### src/rtl/pulse_gen_pkg.sv
// Shared encodings for the multi-channel event-to-spike converter:
// edge-select modes, per-channel state, and the edge qualifier.
package pulse_gen_pkg;

    localparam logic [1:0] MODE_RISE = 2'b00;
    localparam logic [1:0] MODE_FALL = 2'b01;
    localparam logic [1:0] MODE_BOTH = 2'b10;

    typedef enum logic [1:0] {
        ST_IDLE   = 2'b00,
        ST_PULSE  = 2'b01,
        ST_REFRAC = 2'b10
    } ch_state_t;

    // Mode 11 is reserved and falls back to rising-edge detection.
    function automatic logic edge_detect(input logic [1:0] mode,
                                         input logic       cur,
                                         input logic       prev);
        case (mode)
            MODE_FALL: return !cur && prev;
            MODE_BOTH: return cur != prev;
            default:   return cur && !prev;
        endcase
    endfunction

endpackage

### src/rtl/pulse_gen_ch.sv
// One converter channel: level synchroniser, edge qualifier, spike/refractory
// sequencer and sticky missed-edge flag.
module pulse_gen_ch
    import pulse_gen_pkg::*;
#(
    parameter int SYNC_STAGES = 2,
    parameter int PW_W        = 4,
    parameter int RF_W        = 8
) (
    input  logic            clk,
    input  logic            rst_n,
    input  logic            evt_level,
    input  logic            en,
    input  logic [1:0]      mode,
    input  logic [PW_W-1:0] pulse_len,
    input  logic [RF_W-1:0] refrac_len,
    input  logic            miss_clr,
    output logic            spike,
    output logic            busy,
    output logic            miss
);
    localparam int CW = (PW_W > RF_W) ? PW_W : RF_W;

    logic [SYNC_STAGES-1:0] sync_reg;
    logic                   prev_reg;
    ch_state_t              state_reg;
    logic [CW-1:0]          cnt_reg;
    logic [RF_W-1:0]        rf_reg;
    logic                   spike_reg;
    logic                   busy_reg;
    logic                   miss_reg;
    logic                   edge_hit;
    logic [PW_W-1:0]        len_eff;

    assign edge_hit = edge_detect(mode, sync_reg[SYNC_STAGES-1], prev_reg);
    assign len_eff  = (pulse_len == '0) ? PW_W'(1) : pulse_len;

    always_ff @(posedge clk) begin
        if (!rst_n) begin
            sync_reg  <= '0;
            prev_reg  <= 1'b0;
            state_reg <= ST_IDLE;
            cnt_reg   <= '0;
            rf_reg    <= '0;
            spike_reg <= 1'b0;
            busy_reg  <= 1'b0;
            miss_reg  <= 1'b0;
        end else begin
            sync_reg <= {sync_reg[SYNC_STAGES-2:0], evt_level};
            prev_reg <= sync_reg[SYNC_STAGES-1];

            // A new miss in the same cycle as a clear must survive.
            if (edge_hit && (state_reg != ST_IDLE || !en))
                miss_reg <= 1'b1;
            else if (miss_clr)
                miss_reg <= 1'b0;

            case (state_reg)
                ST_IDLE: begin
                    if (edge_hit && en) begin
                        state_reg <= ST_PULSE;
                        cnt_reg   <= CW'(len_eff) - CW'(1);
                        rf_reg    <= refrac_len;
                        spike_reg <= 1'b1;
                        busy_reg  <= 1'b1;
                    end
                end
                ST_PULSE: begin
                    if (cnt_reg != '0) begin
                        cnt_reg <= cnt_reg - CW'(1);
                    end else if (rf_reg != '0) begin
                        state_reg <= ST_REFRAC;
                        cnt_reg   <= CW'(rf_reg) - CW'(1);
                        spike_reg <= 1'b0;
                    end else begin
                        state_reg <= ST_IDLE;
                        spike_reg <= 1'b0;
                        busy_reg  <= 1'b0;
                    end
                end
                ST_REFRAC: begin
                    if (cnt_reg != '0) begin
                        cnt_reg <= cnt_reg - CW'(1);
                    end else begin
                        state_reg <= ST_IDLE;
                        busy_reg  <= 1'b0;
                    end
                end
                default: begin
                    state_reg <= ST_IDLE;
                    spike_reg <= 1'b0;
                    busy_reg  <= 1'b0;
                end
            endcase
        end
    end

    assign spike = spike_reg;
    assign busy  = busy_reg;
    assign miss  = miss_reg;

endmodule

### src/rtl/pulse_gen_mc.sv
// Multi-channel event-to-spike converter: NCH independent channels sharing
// one set of mode/length/enable settings.
module pulse_gen_mc
    import pulse_gen_pkg::*;
#(
    parameter int NCH         = 4,
    parameter int SYNC_STAGES = 2,
    parameter int PW_W        = 4,
    parameter int RF_W        = 8
) (
    input  logic            i_clk,
    input  logic            i_rst_n,
    input  logic [NCH-1:0]  i_event,
    input  logic            i_en,
    input  logic [1:0]      i_mode,
    input  logic [PW_W-1:0] i_pulse_len,
    input  logic [RF_W-1:0] i_refrac_len,
    input  logic [NCH-1:0]  i_miss_clr,
    output logic [NCH-1:0]  o_spike,
    output logic [NCH-1:0]  o_busy,
    output logic [NCH-1:0]  o_miss
);

    for (genvar gi = 0; gi < NCH; gi++) begin : g_ch
        pulse_gen_ch #(
            .SYNC_STAGES (SYNC_STAGES),
            .PW_W        (PW_W),
            .RF_W        (RF_W)
        ) u_ch (
            .clk        (i_clk),
            .rst_n      (i_rst_n),
            .evt_level  (i_event[gi]),
            .en         (i_en),
            .mode       (i_mode),
            .pulse_len  (i_pulse_len),
            .refrac_len (i_refrac_len),
            .miss_clr   (i_miss_clr[gi]),
            .spike      (o_spike[gi]),
            .busy       (o_busy[gi]),
            .miss       (o_miss[gi])
        );
    end

endmodule

### config.mk
export PLATFORM = sky130hd
export DESIGN_NAME = pulse_gen_mc
export DESIGN_NICKNAME = d
export VERILOG_FILES = /design/src/rtl/pulse_gen_pkg.sv /design/src/rtl/pulse_gen_ch.sv /design/src/rtl/pulse_gen_mc.sv
export SDC_FILE = /design/constraint.sdc
export NUM_CORES = 1
export LEC_CHECK = 0
export BUFFER_PORTS_ARGS = -buffer_cell sky130_fd_sc_hd__buf_2
export CORE_UTILIZATION = 56
export DETAILED_ROUTE_END_ITERATION = 16
export GPL_TIMING_DRIVEN = 0
export PLACE_DENSITY_LB_ADDON = 0.3
export SLEW_MARGIN = 20
export SYNTH_ARGS = -nofsm -noshare
export SYNTH_HDL_FRONTEND = slang
export SYNTH_HIERARCHICAL = 1
export SYNTH_SLANG_ARGS = --single-unit
### constraint.sdc
create_clock -name i_clk -period 2 [get_ports i_clk]
set_clock_uncertainty 0.05 [all_clocks]
set_input_delay 0.4 -clock i_clk [delete_from_list [all_inputs] [get_ports i_clk]]
set_output_delay 0.4 -clock i_clk [all_outputs]
set_load 0.02 [all_outputs]
# Yosys cells after proc, flatten, opt, wreduce, memory -nomap -nowiden
# Cells that the tools add are included.
# W data, S select, Z words.
[word_totals]
regBits = 96
inputBits = 25
out_inout_bits = 12
elab_cells = 234
[classes]
addsub = 9
n_eq_ne = 38
mux = 77
bitwise_logic = 4
n_reduce_logical = 74
[op_table]
columns = ["operator", "n"]
rows = [
  ["$mux W8", 16],
  ["$pmux W8 S3", 4],
  ["$reduce_bool A8 Y1", 8],
  ["$sub A8 B1 Y8 const B", 8],
  ["$mux W2", 16],
  ["$reduce_and A4 Y1", 8],
  ["$mux W1", 24],
  ["$ne A2 B2 Y1 const B", 12],
  ["$pmux W1 S3", 8],
  ["$pmux W2 S3", 4],
  ["$reduce_and A3 Y1", 8],
  ["$logic_and A1 B1 Y1", 16],
  ["$ne A2 B1 Y1 const B", 8],
  ["$reduce_bool A2 Y1", 8],
  ["$ne A3 B1 Y1 const B", 4],
  ["$reduce_bool A3 Y1", 4],
  ["$eq A2 B1 Y1 const B", 5],
  ["$eq A2 B2 Y1 const B", 5],
  ["$logic_not A1 Y1", 9],
  ["$logic_not A2 Y1", 4],
  ["$pmux W1 S2", 4],
  ["$reduce_and A2 Y1", 4],
  ["$sub A4 B1 Y5 const B", 1],
  ["$logic_not A4 Y1", 1],
  ["4 further kinds", 13],
]

# Depth between registers and ports, before layout
[logic_depth]
word_depth = 6
mapped_depth = 8
depth_no_buf = 7

# Hierarchy
# Netlist, hierarchy kept.
[modules_own_cells]
columns = ["mod", "instances", "cells_each", "area_each_um2", "seq_area_each_um2"]
rows = [
  ["pulse_gen_ch at g_ch[0].u_ch ...", 3, 185, 1604.0, 480.5],
  ["pulse_gen_ch at g_ch[3].u_ch", 1, 184, 1560.2, 480.5],
]

# Least setup slack after synthesis
# OpenSTA, ideal clock, no wires.
[synth_timing]
path_kind = "in2reg"
start = "input port i_mode[0]"
end = "register g_ch[3].u_ch.cnt_reg[2]"
setup_time_ns = 0.117
t_arrival_ns = 1.893
required_time_ns = 1.833
setup_slack_ns = -0.061
cell_stages = 8
path_buffers = 1
cell_sequence = "inv_1 ha_1 nand2b_1 o311ai_2 a221oi_1 buf_6 o21ai_1 a32o_1"
[synth_between]
elab_chain_cells = 5
word_cells_on_any_way = 6
classes_between = "eq/ne: 3; mux: 1; reduce/logical: 2"
[synth_lines]
columns = ["item", "line_no", "text"]
rows = [
  ["from (decl)", "pulse_gen_mc.sv:15", "input logic [1:0] i_mode,"],
  ["$eq A2 B2 Y1 or $eq A2 B1 Y1 (tied branches)", "pulse_gen_pkg.sv:19", "case (mode)"],
  ["$pmux W1 S2 (*)", "pulse_gen_pkg.sv:19", ""],
  ["$logic_and A1 B1 Y1 (*)", "pulse_gen_ch.sv:60", "if (edge_hit && en) begin"],
  ["$ne A2 B1 Y1 (no line) (*)", "-", ""],
  ["$reduce_and A4 Y1 (no line) (*)", "-", ""],
  ["to (signal assigned)", "pulse_gen_ch.sv:62", "cnt_reg <= CW'(len_eff) - CW'(1);"],
  ["to (signal assigned)", "pulse_gen_ch.sv:70", "cnt_reg <= cnt_reg - CW'(1);"],
  ["to (signal assigned)", "pulse_gen_ch.sv:73", "cnt_reg <= CW'(rf_reg) - CW'(1);"],
  ["to (decl)", "pulse_gen_ch.sv:27", "logic [CW-1:0] cnt_reg;"],
]
# Every way passes the cells marked *; elsewhere a longest branch is shown, timed or not.
# A chain may end at the register's enable or synchronous reset.

# Worst setup path in the final report
[layout_timing]
start = "register g_ch[3].u_ch.sync_reg[1]"
end = "register g_ch[3].u_ch.cnt_reg[2]"
[layout_between]
elab_chain_cells = 6
word_cells_on_any_way = 8
classes_between = "eq/ne: 2; mux: 1; reduce/logical: 5"
[layout_lines]
columns = ["item", "line_no", "text"]
rows = [
  ["from (decl)", "pulse_gen_ch.sv:24", "logic [SYNC_STAGES-1:0] sync_reg;"],
  ["from (signal assigned)", "pulse_gen_ch.sv:49", "sync_reg <= {sync_reg[SYNC_STAGES-2:0], evt_level};"],
  ["$logic_not A1 Y1", "pulse_gen_pkg.sv:20", "MODE_FALL: return !cur && prev;"],
  ["$logic_and A1 B1 Y1", "pulse_gen_pkg.sv:20", ""],
  ["$pmux W1 S2 (*)", "pulse_gen_pkg.sv:19", ""],
  ["$logic_and A1 B1 Y1 (*)", "pulse_gen_ch.sv:60", ""],
  ["$ne A2 B1 Y1 (no line) (*)", "-", ""],
  ["$reduce_and A4 Y1 (no line) (*)", "-", ""],
]
# Marks and branches as above.

==> reports/results.ini <==
[clocking]
clock_sinks = 96
cts_htree_levels = 3
cts.hold.buffers_added = 0
cts_tree = yes
path_clk_slew_ns = 0.07
clkLatencyLatePin_ns = 0.35
cts_buffers = 9
clockBufferDepth = 2
cts-root-buf = clkbuf_16

[worst_setup_path]
critPathCaptureType = register
crit_fanout = 5
worstPathArrival_ns = 2.26
worstSetupPathType = register to register
required_ns = 2.20
cp-start-kind = register

[synth]
syn_area_per_cell_um2 = 8.62
synthMuxAreaShare_pct = 7.32
synth-main-ff-cell = dfxtp_1
async_flop_share_pct = 0
ys_ff_latch = 96
netlist_area_mm2 = 0.00637
synth_xor_area_share_pct = 4.12
yosys.area.top_type_share_pct = 30.2
syn-num-nets = 811
synthTopCellsByCount = dfxtp_1 (96), inv_1 (63), nand2_1 (61)
synth_edf_count = 0
synth_area_leaders = dfxtp_1 (30%), ha_1 (9.2%), mux2i_1 (6.4%)
synth_compound_area_share_pct = 19.9
yosysTopAreaCell = dfxtp_1
ys.warnings.count = 6
synth_top_family_by_area = simple AND/OR/NAND/NOR gates
synthSimpleGateAreaFrac_pct = 23.6
yosysMostFrequentCell = dfxtp_1
synth.yosys.seq_area_share_pct = 30.2
synthCells = 739
yosysUniqueCellTypes = 66
synthAdderAreaFrac_pct = 9.23

[floorplan]
ioPinCount = 37
rows = 38
die-width_um = 109
die_h_um = 109
dieArea_mm2 = 0.0118
start_util_pct = 58.0
core-area_mm2 = 0.0110

[cells_and_area]
final_area_mm2 = 0.00767
fin_cells = 954
drive_gt1_share_pct = 25.1
area_growth_pct = 20.4
final_nets = 882
final_util_pct = 69.8
antennaDiodeCount = 0
multiInputGateArea_mm2 = 0.00452
seq_area_mm2 = 0.00195
nFillCells = 830

[grt]
antenna_found_initial = 0
grt.overflow.total = 0
grt_usage_pct = 29.2
grt_max_degree = 17
grt_pass1_wl_mm = 26.9
grt_pass1_vias = 5591

[timing]
finalHoldViolations = 0
rsz0062_at_grt = true
max-slew-margin-rel_pct = 62.7
max_freq_ghz = 0.485
slew_viol_final = 0
max_slew.worst_pin.slew_ns = 0.554
final.period_utilization_pct = 103
period_minus_slack_ns = 2.06
layout_setup_ws_ns = -0.0614
finalSetupViolCount = 4

[detailed_routing]
viasPerCell = 6.27
drtAntennaViolNets = 0
drt-pass1-iter-count = 5
wl_per_cell_um = 18.6
drc_errors = 0
first_iter_violations = 516
vias = 5982
drt-total-wl_mm = 17.7

[placed_design]
io_buffers = 36
place.gp.congestion = 0.925
dp_hpwl_mm = 11.4
dpl_cell_area_mm2 = 0.00673
dp_cells = 915

[outcome]
violations = setup timing
status = finished with violations

[power_and_ir_drop]
peakVddDrop_mv = 0.843
power_density_mw_per_mm2 = 1160
p_leak_nw = 3.23

[hold_path]
min_path_type = primary input to register

[job]
drv_cap = 0

## path summary, 6_finish.rpt
kind,from,end,slack [ns],cells after the start
worst max-delay path,g_ch[3].u_ch/sync_reg[1]$_SDFF_PN0_,g_ch[3].u_ch/cnt_reg[2]$_SDFFE_PN0P_,-0.06,8
worst min-delay path,i_event[1],g_ch[1].u_ch/sync_reg[0]$_SDFF_PN0_,0.21,2
worst max register to register,g_ch[3].u_ch/sync_reg[1]$_SDFF_PN0_,g_ch[3].u_ch/cnt_reg[2]$_SDFFE_PN0P_,-0.06,8
worst min register to register,g_ch[2].u_ch/sync_reg[0]$_SDFF_PN0_,g_ch[2].u_ch/sync_reg[1]$_SDFF_PN0_,0.39,1
## timing repair
action / 4_1_cts / 5_1_grt
gates resized for setup: 31 / 86
gates cloned: 1 / 1
endpoints found under the setup margin: 64 / 69
pin swaps: 12 / 20
endpoints found under the hold margin: 0 / 0
setup buffers: 11 / 13
## placed cells by master, fill, tap and decap left out, types with 5 or more instances in the layout
master,count
clkinv_2,5
o221ai_1,7
inv_1,57
or3_1,5
a21oi_1,33
or4_4,8
a41o_1,5
buf_4,24
nand3_1,13
o21ai_0,26
ha_2,9
nor4b_2,6
mux2i_1,41
buf_6,8
xor2_1,12
o31ai_1,15
ha_1,29
clkbuf_1,14
nor2_1,43
inv_2,5
dfxtp_1,80
ha_4,9
nor4_2,7
nor3_1,12
nand2_1,60
buf_2,38
nor4_4,5
o22ai_1,11
o21ai_1,7
clkbuf_16,9
and2_1,19
dfxtp_2,13
xnor2_1,18
nand2b_1,13
a31oi_1,9
nor2b_1,28
## cells by family after synthesis
group / count (synthesis)
AND/OR/NAND/NOR: 256
adder cells (fa/ha/maj): 47
multiplexers: 46
AO/OA/AOI/OAI: 175
buffers and inverters: 89
XOR/XNOR: 30
flip-flops: 96
## worst max-delay path, cell delays in order, from the launching register on
cell	delay (ns)
dfxtp_2	0.33
inv_1	0.11
ha_4	0.23
nor2b_4	0.15
o311ai_4	0.13
a221oi_4	0.45
buf_6	0.19
o21ai_1	0.09
a32o_1	0.21
## power breakdown
group	internal, W	leakage, nW	switching [W]
logic	0.00216	2.31	0.00250
clock network	0.000826	0.132	0.000748
registers	0.00223	0.793	0.000459
total	0.00522	3.23	0.00371
## routing by layer
layer  global-route usage (%)  share of wire [%]  up-vias
li1                         -                  -     2820
met1                     37.3                 43     2865
met2                     48.8                 47      242
met3                     4.78                6.0       55
met4                     12.5                3.5        0
met5                        0                  0        -
## through the flow
step | worst slack [ns] | setup TNS, ns | hold WS [ns] | power (W)
2_1_floorplan | -0.0105 | -0.0105 | 0.362 | 0.00559
3_3_place_gp | -0.508 | -25.11 | 0.365 | 0.00629
3_5_place_dp | -0.593 | -29.26 | 0.376 | 0.00642
4_1_cts | 0.00151 | 0 | 0.203 | 0.00832
5_1_grt | -0.0910 | -0.494 | 0.207 | 0.00943
6_report | -0.0614 | -0.116 | 0.207 | 0.00893
## cell type report
cell class | count | share of cell area (%)
clock buffers | 10 | 2.98
well taps | 140 | 2.28
inverters | 63 | 3.12
plain buffers | 24 | 1.78
repair buffers | 62 | 5.12
clock inverters | 5 | 0.326
flip-flops and latches | 96 | 25.4
multi-input cells | 554 | 59.0
No activity file was read; power rests on OpenSTA's default activity.
